### src/rtl/ps2_kbd_pkg.sv
// Shared types, PS/2 set-2 prefix codes and the scan-code to Spectrum
// key-matrix map used by the keyboard responder.
package ps2_kbd_pkg;

    localparam int DEF_FILTER_LEN     = 8;
    localparam int DEF_TIMEOUT_CYCLES = 16383;

    localparam logic [7:0] PS2_REL    = 8'hF0;
    localparam logic [7:0] PS2_EXT    = 8'hE0;
    localparam logic [7:0] PS2_PAUSE  = 8'hE1;
    localparam logic [7:0] PS2_BAT_OK = 8'hAA;
    localparam logic [7:0] PS2_OVR_LO = 8'h00;
    localparam logic [7:0] PS2_OVR_HI = 8'hFF;

    typedef enum logic {
        RX_IDLE  = 1'b0,
        RX_SHIFT = 1'b1
    } rx_state_e;

    // Encoding is {ext, rel} so the flags can be read straight off the state.
    typedef enum logic [1:0] {
        DEC_IDLE    = 2'b00,
        DEC_REL     = 2'b01,
        DEC_EXT     = 2'b10,
        DEC_EXT_REL = 2'b11
    } dec_state_e;

    typedef struct packed {
        logic       valid;
        logic [2:0] row;
        logic [2:0] col;
    } key_loc_t;

    function automatic dec_state_e dec_flags(input logic ext, input logic rel);
        dec_state_e s;
        case ({ext, rel})
            2'b01:   s = DEC_REL;
            2'b10:   s = DEC_EXT;
            2'b11:   s = DEC_EXT_REL;
            default: s = DEC_IDLE;
        endcase
        return s;
    endfunction

    function automatic key_loc_t key_at(input logic [2:0] row, input logic [2:0] col);
        key_loc_t k;
        k.valid = 1'b1;
        k.row   = row;
        k.col   = col;
        return k;
    endfunction

    // Only right-ctrl (symbol shift) and keypad enter survive an E0 prefix.
    function automatic key_loc_t key_lookup(input logic [7:0] code, input logic ext);
        key_loc_t k;
        k = '0;
        if (ext) begin
            case (code)
                8'h14:   k = key_at(3'd7, 3'd1);
                8'h5A:   k = key_at(3'd6, 3'd0);
                default: k = '0;
            endcase
        end else begin
            case (code)
                8'h12, 8'h59: k = key_at(3'd0, 3'd0);
                8'h1A: k = key_at(3'd0, 3'd1);
                8'h22: k = key_at(3'd0, 3'd2);
                8'h21: k = key_at(3'd0, 3'd3);
                8'h2A: k = key_at(3'd0, 3'd4);
                8'h1C: k = key_at(3'd1, 3'd0);
                8'h1B: k = key_at(3'd1, 3'd1);
                8'h23: k = key_at(3'd1, 3'd2);
                8'h2B: k = key_at(3'd1, 3'd3);
                8'h34: k = key_at(3'd1, 3'd4);
                8'h15: k = key_at(3'd2, 3'd0);
                8'h1D: k = key_at(3'd2, 3'd1);
                8'h24: k = key_at(3'd2, 3'd2);
                8'h2D: k = key_at(3'd2, 3'd3);
                8'h2C: k = key_at(3'd2, 3'd4);
                8'h16: k = key_at(3'd3, 3'd0);
                8'h1E: k = key_at(3'd3, 3'd1);
                8'h26: k = key_at(3'd3, 3'd2);
                8'h25: k = key_at(3'd3, 3'd3);
                8'h2E: k = key_at(3'd3, 3'd4);
                8'h45: k = key_at(3'd4, 3'd0);
                8'h46: k = key_at(3'd4, 3'd1);
                8'h3E: k = key_at(3'd4, 3'd2);
                8'h3D: k = key_at(3'd4, 3'd3);
                8'h36: k = key_at(3'd4, 3'd4);
                8'h4D: k = key_at(3'd5, 3'd0);
                8'h44: k = key_at(3'd5, 3'd1);
                8'h43: k = key_at(3'd5, 3'd2);
                8'h3C: k = key_at(3'd5, 3'd3);
                8'h35: k = key_at(3'd5, 3'd4);
                8'h5A: k = key_at(3'd6, 3'd0);
                8'h4B: k = key_at(3'd6, 3'd1);
                8'h42: k = key_at(3'd6, 3'd2);
                8'h3B: k = key_at(3'd6, 3'd3);
                8'h33: k = key_at(3'd6, 3'd4);
                8'h29: k = key_at(3'd7, 3'd0);
                8'h14: k = key_at(3'd7, 3'd1);
                8'h3A: k = key_at(3'd7, 3'd2);
                8'h31: k = key_at(3'd7, 3'd3);
                8'h32: k = key_at(3'd7, 3'd4);
                default: k = '0;
            endcase
        end
        return k;
    endfunction

endpackage

### src/rtl/ps2_rx.sv
// PS/2 device-to-host byte receiver: input synchronisers, ps2clk glitch
// filter, 11-bit frame shifter with parity/stop checks and an idle timeout.
module ps2_rx
    import ps2_kbd_pkg::*;
#(
    parameter int FILTER_LEN     = DEF_FILTER_LEN,
    parameter int TIMEOUT_CYCLES = DEF_TIMEOUT_CYCLES
) (
    input  logic       clk14,
    input  logic       reset_n,
    input  logic       ps2clk,
    input  logic       ps2data,
    output logic [7:0] scancode,
    output logic       scancode_valid,
    output logic       rx_error
);

    localparam int TW = $clog2(TIMEOUT_CYCLES + 1);
    localparam logic [TW-1:0] TMO_MAX = TW'(TIMEOUT_CYCLES);

    logic                  clk_s1, clk_s2, dat_s1, dat_s2;
    logic [FILTER_LEN-1:0] clk_hist;
    logic                  clk_f;
    logic                  strobe;
    rx_state_e             rx_state;
    logic [3:0]            bitcnt;
    logic [8:0]            shreg;
    logic [TW-1:0]         tmo;

    // Lines idle high, so every conditioning flop resets to 1.
    always_ff @(posedge clk14) begin
        if (!reset_n) begin
            clk_s1   <= 1'b1;
            clk_s2   <= 1'b1;
            dat_s1   <= 1'b1;
            dat_s2   <= 1'b1;
            clk_hist <= '1;
            clk_f    <= 1'b1;
            strobe   <= 1'b0;
        end else begin
            clk_s1   <= ps2clk;
            clk_s2   <= clk_s1;
            dat_s1   <= ps2data;
            dat_s2   <= dat_s1;
            clk_hist <= {clk_hist[FILTER_LEN-2:0], clk_s2};
            strobe   <= 1'b0;
            if (&clk_hist && !clk_f) begin
                clk_f <= 1'b1;
            end else if (~|clk_hist && clk_f) begin
                clk_f  <= 1'b0;
                strobe <= 1'b1;
            end
        end
    end

    // scancode_valid is a bare one-cycle valid with no ready: the consumer
    // must take scancode in the cycle the strobe is high.
    always_ff @(posedge clk14) begin
        if (!reset_n) begin
            rx_state       <= RX_IDLE;
            bitcnt         <= '0;
            shreg          <= '0;
            tmo            <= '0;
            scancode       <= '0;
            scancode_valid <= 1'b0;
            rx_error       <= 1'b0;
        end else begin
            scancode_valid <= 1'b0;
            rx_error       <= 1'b0;
            if (strobe || rx_state == RX_IDLE) begin
                tmo <= '0;
            end else begin
                tmo <= tmo + 1'b1;
            end
            case (rx_state)
                RX_IDLE: begin
                    if (strobe && !dat_s2) begin
                        rx_state <= RX_SHIFT;
                        bitcnt   <= 4'd1;
                    end
                end
                RX_SHIFT: begin
                    if (strobe) begin
                        if (bitcnt == 4'd10) begin
                            // shreg holds d0..d7 and parity; the current bit is stop.
                            rx_state <= RX_IDLE;
                            bitcnt   <= '0;
                            if ((^shreg) && dat_s2) begin
                                scancode       <= shreg[7:0];
                                scancode_valid <= 1'b1;
                            end else begin
                                rx_error <= 1'b1;
                            end
                        end else begin
                            shreg  <= {dat_s2, shreg[8:1]};
                            bitcnt <= bitcnt + 4'd1;
                        end
                    end else if (tmo == TMO_MAX) begin
                        rx_state <= RX_IDLE;
                        bitcnt   <= '0;
                        rx_error <= 1'b1;
                    end
                end
                default: rx_state <= RX_IDLE;
            endcase
        end
    end

endmodule

### src/rtl/ps2_kbd_matrix.sv
// PS/2 keyboard to Spectrum 8x5 membrane emulation: decodes make/break
// sequences into a key matrix and answers the ULA half-row scan on A15..A8.
module ps2_kbd_matrix
    import ps2_kbd_pkg::*;
#(
    parameter int FILTER_LEN     = DEF_FILTER_LEN,
    parameter int TIMEOUT_CYCLES = DEF_TIMEOUT_CYCLES
) (
    input  logic       clk14,
    input  logic       reset_n,
    input  logic       ps2clk,
    input  logic       ps2data,
    input  logic [7:0] a,
    output logic [4:0] kbcolumns,
    output logic [7:0] scancode,
    output logic       scancode_valid,
    output logic       rx_error
);

    dec_state_e      dec_state;
    logic            dec_rel, dec_ext;
    logic [7:0][4:0] matrix;
    key_loc_t        key;
    logic [4:0]      pressed;

    ps2_rx #(
        .FILTER_LEN     (FILTER_LEN),
        .TIMEOUT_CYCLES (TIMEOUT_CYCLES)
    ) u_rx (
        .clk14          (clk14),
        .reset_n        (reset_n),
        .ps2clk         (ps2clk),
        .ps2data        (ps2data),
        .scancode       (scancode),
        .scancode_valid (scancode_valid),
        .rx_error       (rx_error)
    );

    assign dec_rel = dec_state[0];
    assign dec_ext = dec_state[1];

    always_comb begin
        key = key_lookup(scancode, dec_ext);
    end

    always_ff @(posedge clk14) begin
        if (!reset_n) begin
            dec_state <= DEC_IDLE;
            matrix    <= '0;
        end else if (scancode_valid) begin
            if (scancode == PS2_REL) begin
                dec_state <= dec_flags(dec_ext, 1'b1);
            end else if (scancode == PS2_EXT) begin
                dec_state <= dec_flags(1'b1, dec_rel);
            end else if (scancode == PS2_PAUSE ||
                         (scancode == PS2_BAT_OK && dec_state == DEC_IDLE)) begin
                dec_state <= dec_state;
            end else if (scancode == PS2_OVR_LO || scancode == PS2_OVR_HI) begin
                // Keyboard buffer overrun: nothing held can be trusted any more.
                matrix    <= '0;
                dec_state <= DEC_IDLE;
            end else begin
                if (key.valid) begin
                    matrix[key.row][key.col] <= ~dec_rel;
                end
                dec_state <= DEC_IDLE;
            end
        end
    end

    // Selected half-rows pull columns low together, like the real membrane.
    always_comb begin
        pressed = '0;
        for (int r = 0; r < 8; r++) begin
            if (!a[r]) begin
                pressed = pressed | matrix[r];
            end
        end
        kbcolumns = ~pressed;
    end

endmodule

### config.mk
export PLATFORM = sky130hd
export DESIGN_NAME = ps2_kbd_matrix
export DESIGN_NICKNAME = d
export VERILOG_FILES = /design/src/rtl/ps2_kbd_pkg.sv /design/src/rtl/ps2_rx.sv /design/src/rtl/ps2_kbd_matrix.sv
export SDC_FILE = /design/constraint.sdc
export NUM_CORES = 1
export LEC_CHECK = 0
export ABC_AREA = 1
export CELL_PAD_IN_SITES_DETAIL_PLACEMENT = 1
export CELL_PAD_IN_SITES_GLOBAL_PLACEMENT = 2
export CORE_ASPECT_RATIO = 1.4
export CORE_MARGIN = 5
export CORE_UTILIZATION = 30
export CTS_CLUSTER_DIAMETER = 60
export DETAILED_ROUTE_END_ITERATION = 12
export PLACE_DENSITY_LB_ADDON = 0.1
export SLEW_MARGIN = 30
export SYNTH_ARGS = -nofsm -noshare
export SYNTH_HDL_FRONTEND = slang
export SYNTH_HIERARCHICAL = 1
export SYNTH_SLANG_ARGS = --single-unit
export TNS_END_PERCENT = 10
### constraint.sdc
create_clock -name clk14 -period 3.1 [get_ports clk14]
set_input_delay 0.775 -clock clk14 [delete_from_list [all_inputs] [get_ports clk14]]
set_output_delay 0.775 -clock clk14 [all_outputs]
set_load 0.005 [all_outputs]
==> results of run 1 <==
cell type report:
| cell class | instances | area share |
|---|---|---|
| Timing Repair Buffer | 42 | 0.0631 |
| Sequential cell | 94 | 0.291 |
| Clock buffer | 11 | 0.0375 |
| Multi-Input combinational cell | 642 | 0.499 |
| Tap cell | 244 | 0.0472 |
| Clock inverter | 5 | 0.00639 |
| Inverter | 95 | 0.0555 |
worst min-delay path by stage:
| stage | start | endpoint | slack [ns] |
|---|---|---|---|
| detailed placement | u_rx/clk_s2 | u_rx/clk_hist[0] | 0.40 |
| global placement | u_rx/dat_s1 | u_rx/dat_s2 | 0.39 |
| finish | u_rx/clk_s2 | u_rx/clk_hist[0] | 0.41 |
| floorplan | u_rx/clk_s2 | u_rx/clk_hist[0] | 0.39 |
| global route | u_rx/clk_s1 | u_rx/clk_s2 | 0.45 |
| CTS | u_rx/clk_s2 | u_rx/clk_hist[0] | 0.42 |
through the flow:
stage	setup WS [ns]	hold slack (ns)	area [um^2]	instances	TNS, ns
after global routing	0.0156	0.448	6470	1133	0
after detailed placement	-0.473	0.401	6180	1117	-2.27
after global placement	-0.459	0.394	6180	1117	-2.21
final	0.0957	0.414	6470	1133	0
after CTS	0.0519	0.418	6460	1133	0
after floorplan	0.855	0.393	5650	862	0
worst max-delay path: cells and delay by family:
family | cells | cell delay, ns
buffers and inverters | 3 | 0.81
AOI/OAI and AO/OA | 5 | 0.63
flip-flops by register name (all words and copies together), names as in the netlist, 2 cells and up:
name	cells
u_rx/clk_hist	8
u_rx/bitcnt	4
u_rx/tmo	14
dec_state	2
u_rx/scancode	8
matrix	40
u_rx/shreg	9
kinds of logic (layout without fill, tap and decap cells):
kind of cell,Yosys count,after routing,share of synthesized area
buffers and inverters,126,153,0.0989
XOR/XNOR,4,4,0.00620
AND/OR/NAND/NOR,484,484,0.397
adder cells (fa/ha/maj),9,9,0.0199
AO/OA/AOI/OAI,145,145,0.145
flip-flops,94,94,0.333
cells in the mapped netlist, types with 3 or more instances:
cell | n | area [um^2]
sky130_fd_sc_hd__clkbuf_1 | 10 | 37.5
sky130_fd_sc_hd__o21ai_1 | 6 | 30.0
sky130_fd_sc_hd__ha_1 | 9 | 113
sky130_fd_sc_hd__a21oi_2 | 11 | 96.3
sky130_fd_sc_hd__nand3_1 | 70 | 350
sky130_fd_sc_hd__nor2_1 | 56 | 210
sky130_fd_sc_hd__inv_1 | 73 | 274
sky130_fd_sc_hd__nand2_2 | 21 | 131
sky130_fd_sc_hd__dfxtp_1 | 94 | 1880
sky130_fd_sc_hd__inv_2 | 19 | 71.3
sky130_fd_sc_hd__nor4_1 | 3 | 18.8
sky130_fd_sc_hd__nor3_1 | 13 | 65.1
sky130_fd_sc_hd__nand4_1 | 15 | 93.8
sky130_fd_sc_hd__nor2_4 | 10 | 113
sky130_fd_sc_hd__nand3_2 | 5 | 50.1
sky130_fd_sc_hd__o221ai_1 | 5 | 43.8
sky130_fd_sc_hd__nor2_2 | 10 | 62.6
sky130_fd_sc_hd__xor2_1 | 3 | 26.3
sky130_fd_sc_hd__nand2_1 | 261 | 980
sky130_fd_sc_hd__buf_6 | 9 | 101
sky130_fd_sc_hd__buf_2 | 10 | 50.1
sky130_fd_sc_hd__o21ai_0 | 39 | 195
sky130_fd_sc_hd__or2_2 | 9 | 56.3
sky130_fd_sc_hd__a21oi_1 | 74 | 370
power by group:
group | switching, mW | internal [mW]
clock network | 0.525 | 0.578
registers | 0.00252 | 1.21
logic | 0.0320 | 0.0195
total | 0.560 | 1.81
metal layers:
layer,GRT usage,vias up
li1,-,2834
met1,0.202,2661
met2,0.313,58
met3,0.0207,23
met4,0.0551,0
met5,0,-
repair_timing:
item,CTS,global route
resized for setup,26,1
pin swaps,0,0
setup buffers,0,0
setup endpoints to repair,5,1
cloned,0,0
==> results.rst, run 1 <==
.. list-table::
   :header-rows: 1

   * - Metric
     - Value
   * - Arrival time of the worst setup path
     - ~2.2 ns
   * - Core footprint
     - around 19000 um^2
   * - Clock tree buffer depth
     - 2
   * - Most common library cell in the layout ignoring fill and taps
     - sky130_fd_sc_hd__nand2_1
   * - Area of the multi-input gates
     - 3230 um^2
   * - Half-perimeter wire length after placement
     - between 10000 and 15000 um
   * - Standard-cell row count
     - 59
   * - Run status
     - complete, no violations
   * - Unrepaired setup endpoints after global routing
     - false
   * - Top Metal Used
     - met4
   * - Maximum number of pins on one net before global-route repair
     - 41
   * - Post-layout utilization of the core
     - 0.348
   * - Global placer's final weighted congestion
     - 0.888
   * - Slew Limit Headroom
     - 0.581
   * - Count of unresolved DRC violations after routing
     - 0
   * - Via count normalized by instance count
     - approximately 4.9
   * - Worst setup path class
     - input port to primary output
   * - Remaining number of nets flagged by the antenna check after routing
     - 0
   * - Setup crit start kind
     - input port
   * - Power density normalized to cell area
     - 366 nW/um^2
   * - Worst Hold Class
     - register to register
   * - CTS Root Buffer Type
     - sky130_fd_sc_hd__clkbuf_16
   * - Cell with the largest stage delay on the worst path
     - sky130_fd_sc_hd__clkdlybuf4s50_1
   * - Post-route fraction of the period consumed by the critical path
     - 0.969
   * - Longest individual stage delay on the worst path
     - 0.46 ns
   * - Clock-pin slew on the worst setup and hold paths
     - 0.07 ns
   * - Clock latency on the worst-skew pair
     - 0.35 ns
   * - Post-synthesis sequential area ratio
     - 0.333
   * - Iteration-0 DRC count of the detailed router
     - 200
   * - Register-to-register path setup slack
     - between 0.3 and 0.4 ns
   * - Global-route congestion overflow total
     - 0
   * - Detailed-routed wire length on met3
     - between 300 and 400 um
   * - Fraction of layout instances using a drive strength above 1
     - 0.151
   * - Largest vdd supply drop
     - 211 uV
   * - Overall die height
     - 172 um
   * - Ordered list of cells on the worst path
     - clkdlybuf4s50_1, inv_1, a21oi_2, o21ai_0, a21oi_1, o21ai_0, a21oi_1, clkdlybuf4s15_2
   * - Highest clock rate
     - 333 MHz
   * - Reg-to-Reg End
     - matrix[4]
   * - First-pass GRT wire length
     - 29900 um
   * - Total GRT Usage
     - 0.169
   * - Worst-path fanout max
     - 5
   * - Slew @ Worst Pin
     - 0.628 ns
   * - Warnings from Yosys
     - 6
   * - Antenna violations before repair
     - 0
   * - I/O pin count
     - 27
   * - Final min period
     - 3.00 ns
   * - Hold Vio Cnt, Final
     - 0
   * - Final number of setup-violating endpoints
     - 0
   * - Number of instances in the synthesized netlist
     - between 800 and 900
   * - Area growth, synth to finish
     - 14.4%
   * - Commonest cells after routing, fill and taps aside
     - sky130_fd_sc_hd__nand2_1 (261), sky130_fd_sc_hd__dfxtp_1 (94), sky130_fd_sc_hd__inv_1 (72), sky130_fd_sc_hd__a21oi_1 (72), sky130_fd_sc_hd__nand3_1 (70)
   * - Detail Route met2 WL
     - 9180 um
   * - Via count of the routed design
     - 5576
   * - Number of distinct library cells after synthesis
     - between 40 and 50
   * - Cell area after technology mapping
     - about 5700 um^2
   * - IO buf count
     - 26
   * - Floorplan die area
     - approximately 22000 um^2
   * - Number of max-capacitance violations reported
     - 0
   * - TritonCTS clock tree
     - done
   * - First-pass iteration count of the detailed router
     - 4
   * - Setup Skew
     - 0.0102 ns
   * - Number of sinks driven by the clock tree
     - 94
   * - Top FF cell, synth
     - sky130_fd_sc_hd__dfxtp_1
   * - Critical Path Sink Type
     - primary output
   * - Effective utilization at floorplan
     - 0.304
   * - Number of global-route vias before repair
     - 5931
   * - Mapped Nets
     - between 800 and 900
   * - Worst reg-to-reg path cell count
     - 16
   * - CTS Buf Count
     - 9
   * - Die boundary width
     - between 100 and 150 um
   * - Number of antenna repair diodes
     - 0
   * - WHS Path Cells
     - 1
   * - Count of hold buffers inserted by post-cts repair
     - 0
   * - Sum of routed wire length over all layers
     - 17700 um
   * - H-tree levels
     - 3
   * - Leakage power
     - 2.29 nW
   * - Share of synthesized registers carrying an async set or reset
     - 0
   * - Area of all sequential standard cells
     - 1880 um^2
   * - Pins Over Slew Limit
     - 0
   * - Data required time at the worst endpoint
     - 2.32 ns
   * - Critical path launch point
     - a[3]
   * - Routed metal-1 wire length
     - between 7000 and 8000 um
   * - Total chip power
     - between 2 and 2.5 mW
   * - Fill cell total of the finished layout
     - 2423
   * - Endpoint of the worst setup timing path
     - kbcolumns[0]
   * - Flip-flop and latch count after synthesis
     - 94
   * - Startpoint of the worst register-to-register path
     - u_rx/scancode[0]
   * - Number of flops mapped to enable cells by yosys
     - 0
   * - Final #Nets
     - 905
   * - Average footprint of a synthesized cell
     - 6.56 um^2
   * - Average wire per standard cell
     - 15.6 um
No activity file was read; power rests on OpenSTA's default activity.
==> run 2: changes to the inputs <==
--- a/config.mk
+++ b/config.mk
@@ -13,6 +13,7 @@
 export CORE_UTILIZATION = 30
 export CTS_CLUSTER_DIAMETER = 60
 export DETAILED_ROUTE_END_ITERATION = 12
+export GPL_ROUTABILITY_DRIVEN = 0
 export PLACE_DENSITY_LB_ADDON = 0.1
 export SLEW_MARGIN = 30
 export SYNTH_ARGS = -nofsm -noshare
==> results of run 2 <==
Final layout, timing and power as in run 1 (identical DEF).
==> run 3: changes to the inputs <==
==> constraint.sdc (replaced) <==
create_clock -name clk14 -period 3.6 [get_ports clk14]
set_input_delay 0.9 -clock clk14 [delete_from_list [all_inputs] [get_ports clk14]]
set_output_delay 0.9 -clock clk14 [all_outputs]
set_load 0.005 [all_outputs]
==> results.rst, run 3 (same netlist as run 1, synthesis figures left out) <==
.. list-table::
   :header-rows: 1

   * - Metric
     - Value
   * - Run status
     - complete, no violations
   * - Effective utilization at floorplan
     - 0.304 (unchanged)
   * - Fraction of layout instances using a drive strength above 1
     - 0.139 (-0.0116)
   * - Area growth, synth to finish
     - 13.6%
   * - P_int
     - 1.61 mW (-11%)
   * - Final min period
     - 3.47 ns
   * - Switching Share
     - 0.228 (-0.00840)
   * - Endpoint of the worst setup timing path
     - kbcolumns[1]
   * - Layer carrying the most global-route usage
     - met2
   * - Setup fix buffers added after clock tree synthesis
     - 0 (unchanged)
   * - Number of sinks driven by the clock tree
     - 94 (unchanged)
   * - Final number of setup-violating endpoints
     - 0 (unchanged)
   * - Register containing the most flip-flops in the final layout
     - matrix
   * - Critical Path Sink Type
     - primary output
   * - Core footprint
     - 18600 um^2 (unchanged)
   * - Via count normalized by instance count
     - 4.95 (+0.66%)
   * - Grt met2 use
     - 0.323 (+0.0102)
   * - NetSw
     - 0.475 mW (-15%)
   * - Placed cell count
     - 1112 (-0.45%)
   * - Worst setup path class
     - input port to primary output
   * - Reg-to-Reg End
     - matrix[4]
   * - First-pass GRT wire length
     - 29500 um (-1.3%)
   * - Iteration-0 DRC count of the detailed router
     - 273 (+37%)
   * - Post-route fraction of the period consumed by the critical path
     - 0.963
   * - Post-layout utilization of the core
     - 0.345 (-0.00229)
   * - Average wire per standard cell
     - 15.6 um (+0.19%)
   * - Highest clock rate
     - between 200 and 300 MHz
   * - Worst Hold Margin
     - 0.419 ns (+0.00457 ns)
   * - Most common library cell in the layout ignoring fill and taps
     - sky130_fd_sc_hd__nand2_1
   * - Remaining number of nets flagged by the antenna check after routing
     - 0 (unchanged)
   * - Total GRT Usage
     - 0.166 (-0.00239)
   * - GRT met3 Usage
     - 0.0201 (-0.000618)
   * - Data required time at the worst endpoint
     - 2.70 ns (+0.38 ns)
   * - Final #Nets
     - 900 (-0.55%)
   * - Number of global-route vias before repair
     - 5930 (-0.017%)
   * - Number of antenna repair diodes
     - 0 (unchanged)
   * - Hold Vio Cnt, Final
     - 0 (unchanged)
   * - Commonest cells after routing, fill and taps aside
     - sky130_fd_sc_hd__nand2_1 (261), sky130_fd_sc_hd__dfxtp_1 (94), sky130_fd_sc_hd__inv_1 (73), sky130_fd_sc_hd__a21oi_1 (73), sky130_fd_sc_hd__nand3_1 (70)
   * - I/O pin count
     - 27 (unchanged)
   * - Final cell count without fillers
     - 1128 (-0.44%)
   * - Portion of total power attributed to the clock network
     - 0.477 (+0.011)
   * - Number of max-capacitance violations reported
     - 0 (unchanged)
   * - IO buf count
     - 26 (unchanged)
   * - Largest register FFs
     - 40 (unchanged)
   * - Sum of routed wire length over all layers
     - 17600 um (-0.25%)
   * - CTS Buf Count
     - 9 (unchanged)
   * - Leakage power
     - 2.26 nW (-1.3%)
   * - Worst-path fanout max
     - 5 (unchanged)
   * - Via count of the routed design
     - 5588 (+0.22%)
   * - Slew @ Worst Pin
     - 0.610 ns (-0.0184 ns)
   * - Unrepaired setup endpoints after global routing
     - false
   * - Antenna violations before repair
     - 0 (unchanged)
   * - Overall die height
     - 172 um (unchanged)
   * - Clock tree buffer depth
     - 2 (unchanged)
   * - Worst Hold Class
     - register to register
   * - Arrival time of the worst setup path
     - 2.57 ns (+0.34 ns)
   * - Sequential power share
     - 0.502 (-0.010)
   * - Pins Over Slew Limit
     - 0 (unchanged)
   * - First-pass iteration count of the detailed router
     - 5 (+1)
   * - Setup Skew
     - 0.00924 ns (-0.000987 ns)
   * - Count of unresolved DRC violations after routing
     - 0 (unchanged)
   * - Total chip power
     - 2.08 mW (-12%)
   * - Largest vdd supply drop
     - 189 uV (-11%)
   * - Register-to-register path setup slack
     - 0.66 ns (+0.27 ns)
   * - Critical path launch point
     - a[0]
   * - Clock latency on the worst-skew pair
     - 0.35 ns (about the same)
   * - Met1 demand-to-capacity share in global routing
     - 0.190 (-0.0124)
   * - Startpoint of the worst register-to-register path
     - u_rx/scancode[0]
   * - Standard-cell row count
     - 59 (unchanged)
   * - Clock-pin slew on the worst setup and hold paths
     - 0.07 ns (about the same)
   * - Power density normalized to cell area
     - 324 nW/um^2 (-12%)
   * - Setup crit start kind
     - input port
   * - H-tree levels
     - 3 (unchanged)
   * - CTS Root Buffer Type
     - sky130_fd_sc_hd__clkbuf_16
   * - Global-route congestion overflow total
     - 0 (unchanged)
   * - Slew Limit Headroom
     - 0.593 (+0.0123)
   * - Fill cell total of the finished layout
     - 2447 (+0.99%)
   * - Count of hold buffers inserted by post-cts repair
     - 0 (unchanged)
   * - Maximum number of pins on one net before global-route repair
     - 41 (unchanged)
   * - Worst reg-to-reg path cell count
     - 16 (unchanged)
   * - Share of power burned in combinational logic
     - 0.021 (about the same)
   * - Half-perimeter wire length after placement
     - 12900 um (-2.3%)
   * - TritonCTS clock tree
     - done
   * - Die boundary width
     - 126 um (unchanged)
   * - Floorplan die area
     - 21700 um^2 (unchanged)
   * - Registers with the most flip-flops
     - matrix: 40 flops, u_rx/tmo: 14 flops, u_rx/shreg: 9 flops
[run 3: timing repair]
action / 4_1_cts / 5_1_grt
hold endpoints to repair: 0 / 0
pin swaps: 0 / 0
setup endpoints to repair: 5 / 2
gates resized for setup: 9 / 3
[run 3: layout make-up]
type	count	area [um^2]	area share
Multi-Input combinational cell	642	3220	0.502
Sequential cell	94	1880	0.293
Inverter	95	359	0.0559
Timing Repair Buffer	37	355	0.0553
Tap cell	244	305	0.0475
Clock buffer	10	229	0.0356
Clock inverter	6	68.8	0.0107
[run 3: worst max-delay path: stages]
cell and delay, ns:
sky130_fd_sc_hd__clkdlybuf4s50_1 0.48, sky130_fd_sc_hd__inv_1 0.09, sky130_fd_sc_hd__nand2_1 0.06, sky130_fd_sc_hd__o221ai_1 0.11, sky130_fd_sc_hd__a21oi_1 0.20, sky130_fd_sc_hd__o21ai_1 0.11, sky130_fd_sc_hd__a21oi_1 0.12, sky130_fd_sc_hd__o21ai_0 0.10
sky130_fd_sc_hd__a21oi_1 0.11, sky130_fd_sc_hd__dlygate4sd2_1 0.29
[run 3: routing by layer]
metal | part of all wire | up-vias
met5 | 0 | -
met1 | 0.44 | 2707
met3 | 0.016 | 16
li1 | - | 2819
met2 | 0.53 | 46
met4 | 0.016 | 0
[run 3: how the worst min path moves through the flow]
| stage | startpoint | cells past startpoint | end |
|---|---|---|---|
| after floorplan | u_rx/clk_s2 | 1 | u_rx/clk_hist[0] |
| after global placement | u_rx/dat_s1 | 1 | u_rx/dat_s2 |
| after detailed placement | u_rx/dat_s1 | 1 | u_rx/dat_s2 |
| after CTS | u_rx/clk_s2 | 1 | u_rx/clk_hist[0] |
| after global routing | u_rx/dat_s1 | 1 | u_rx/dat_s2 |
| final | u_rx/dat_s1 | 1 | u_rx/dat_s2 |
[run 3: power groups by stage]
stage	clock, mW	sequential, mW	combinational (mW)
floorplan	0	1.07	0.0203
detailed placement	0	1.07	0.0455
global route	1.08	1.04	0.0482
global placement	0	1.07	0.0450
CTS	1.03	1.04	0.0451
finish	0.992	1.04	0.0441
[run 3: per-stage QoR]
step / instance area (um^2) / setup WS (ns) / setup TNS (ns)
after detailed placement: 6130 / -0.240 / -0.956
after global placement: 6130 / -0.253 / -0.915
after CTS: 6430 / 0.0355 / 0
after global routing: 6420 / 0.0174 / 0
after floorplan: 5650 / 1.11 / 0
final: 6420 / 0.132 / 0
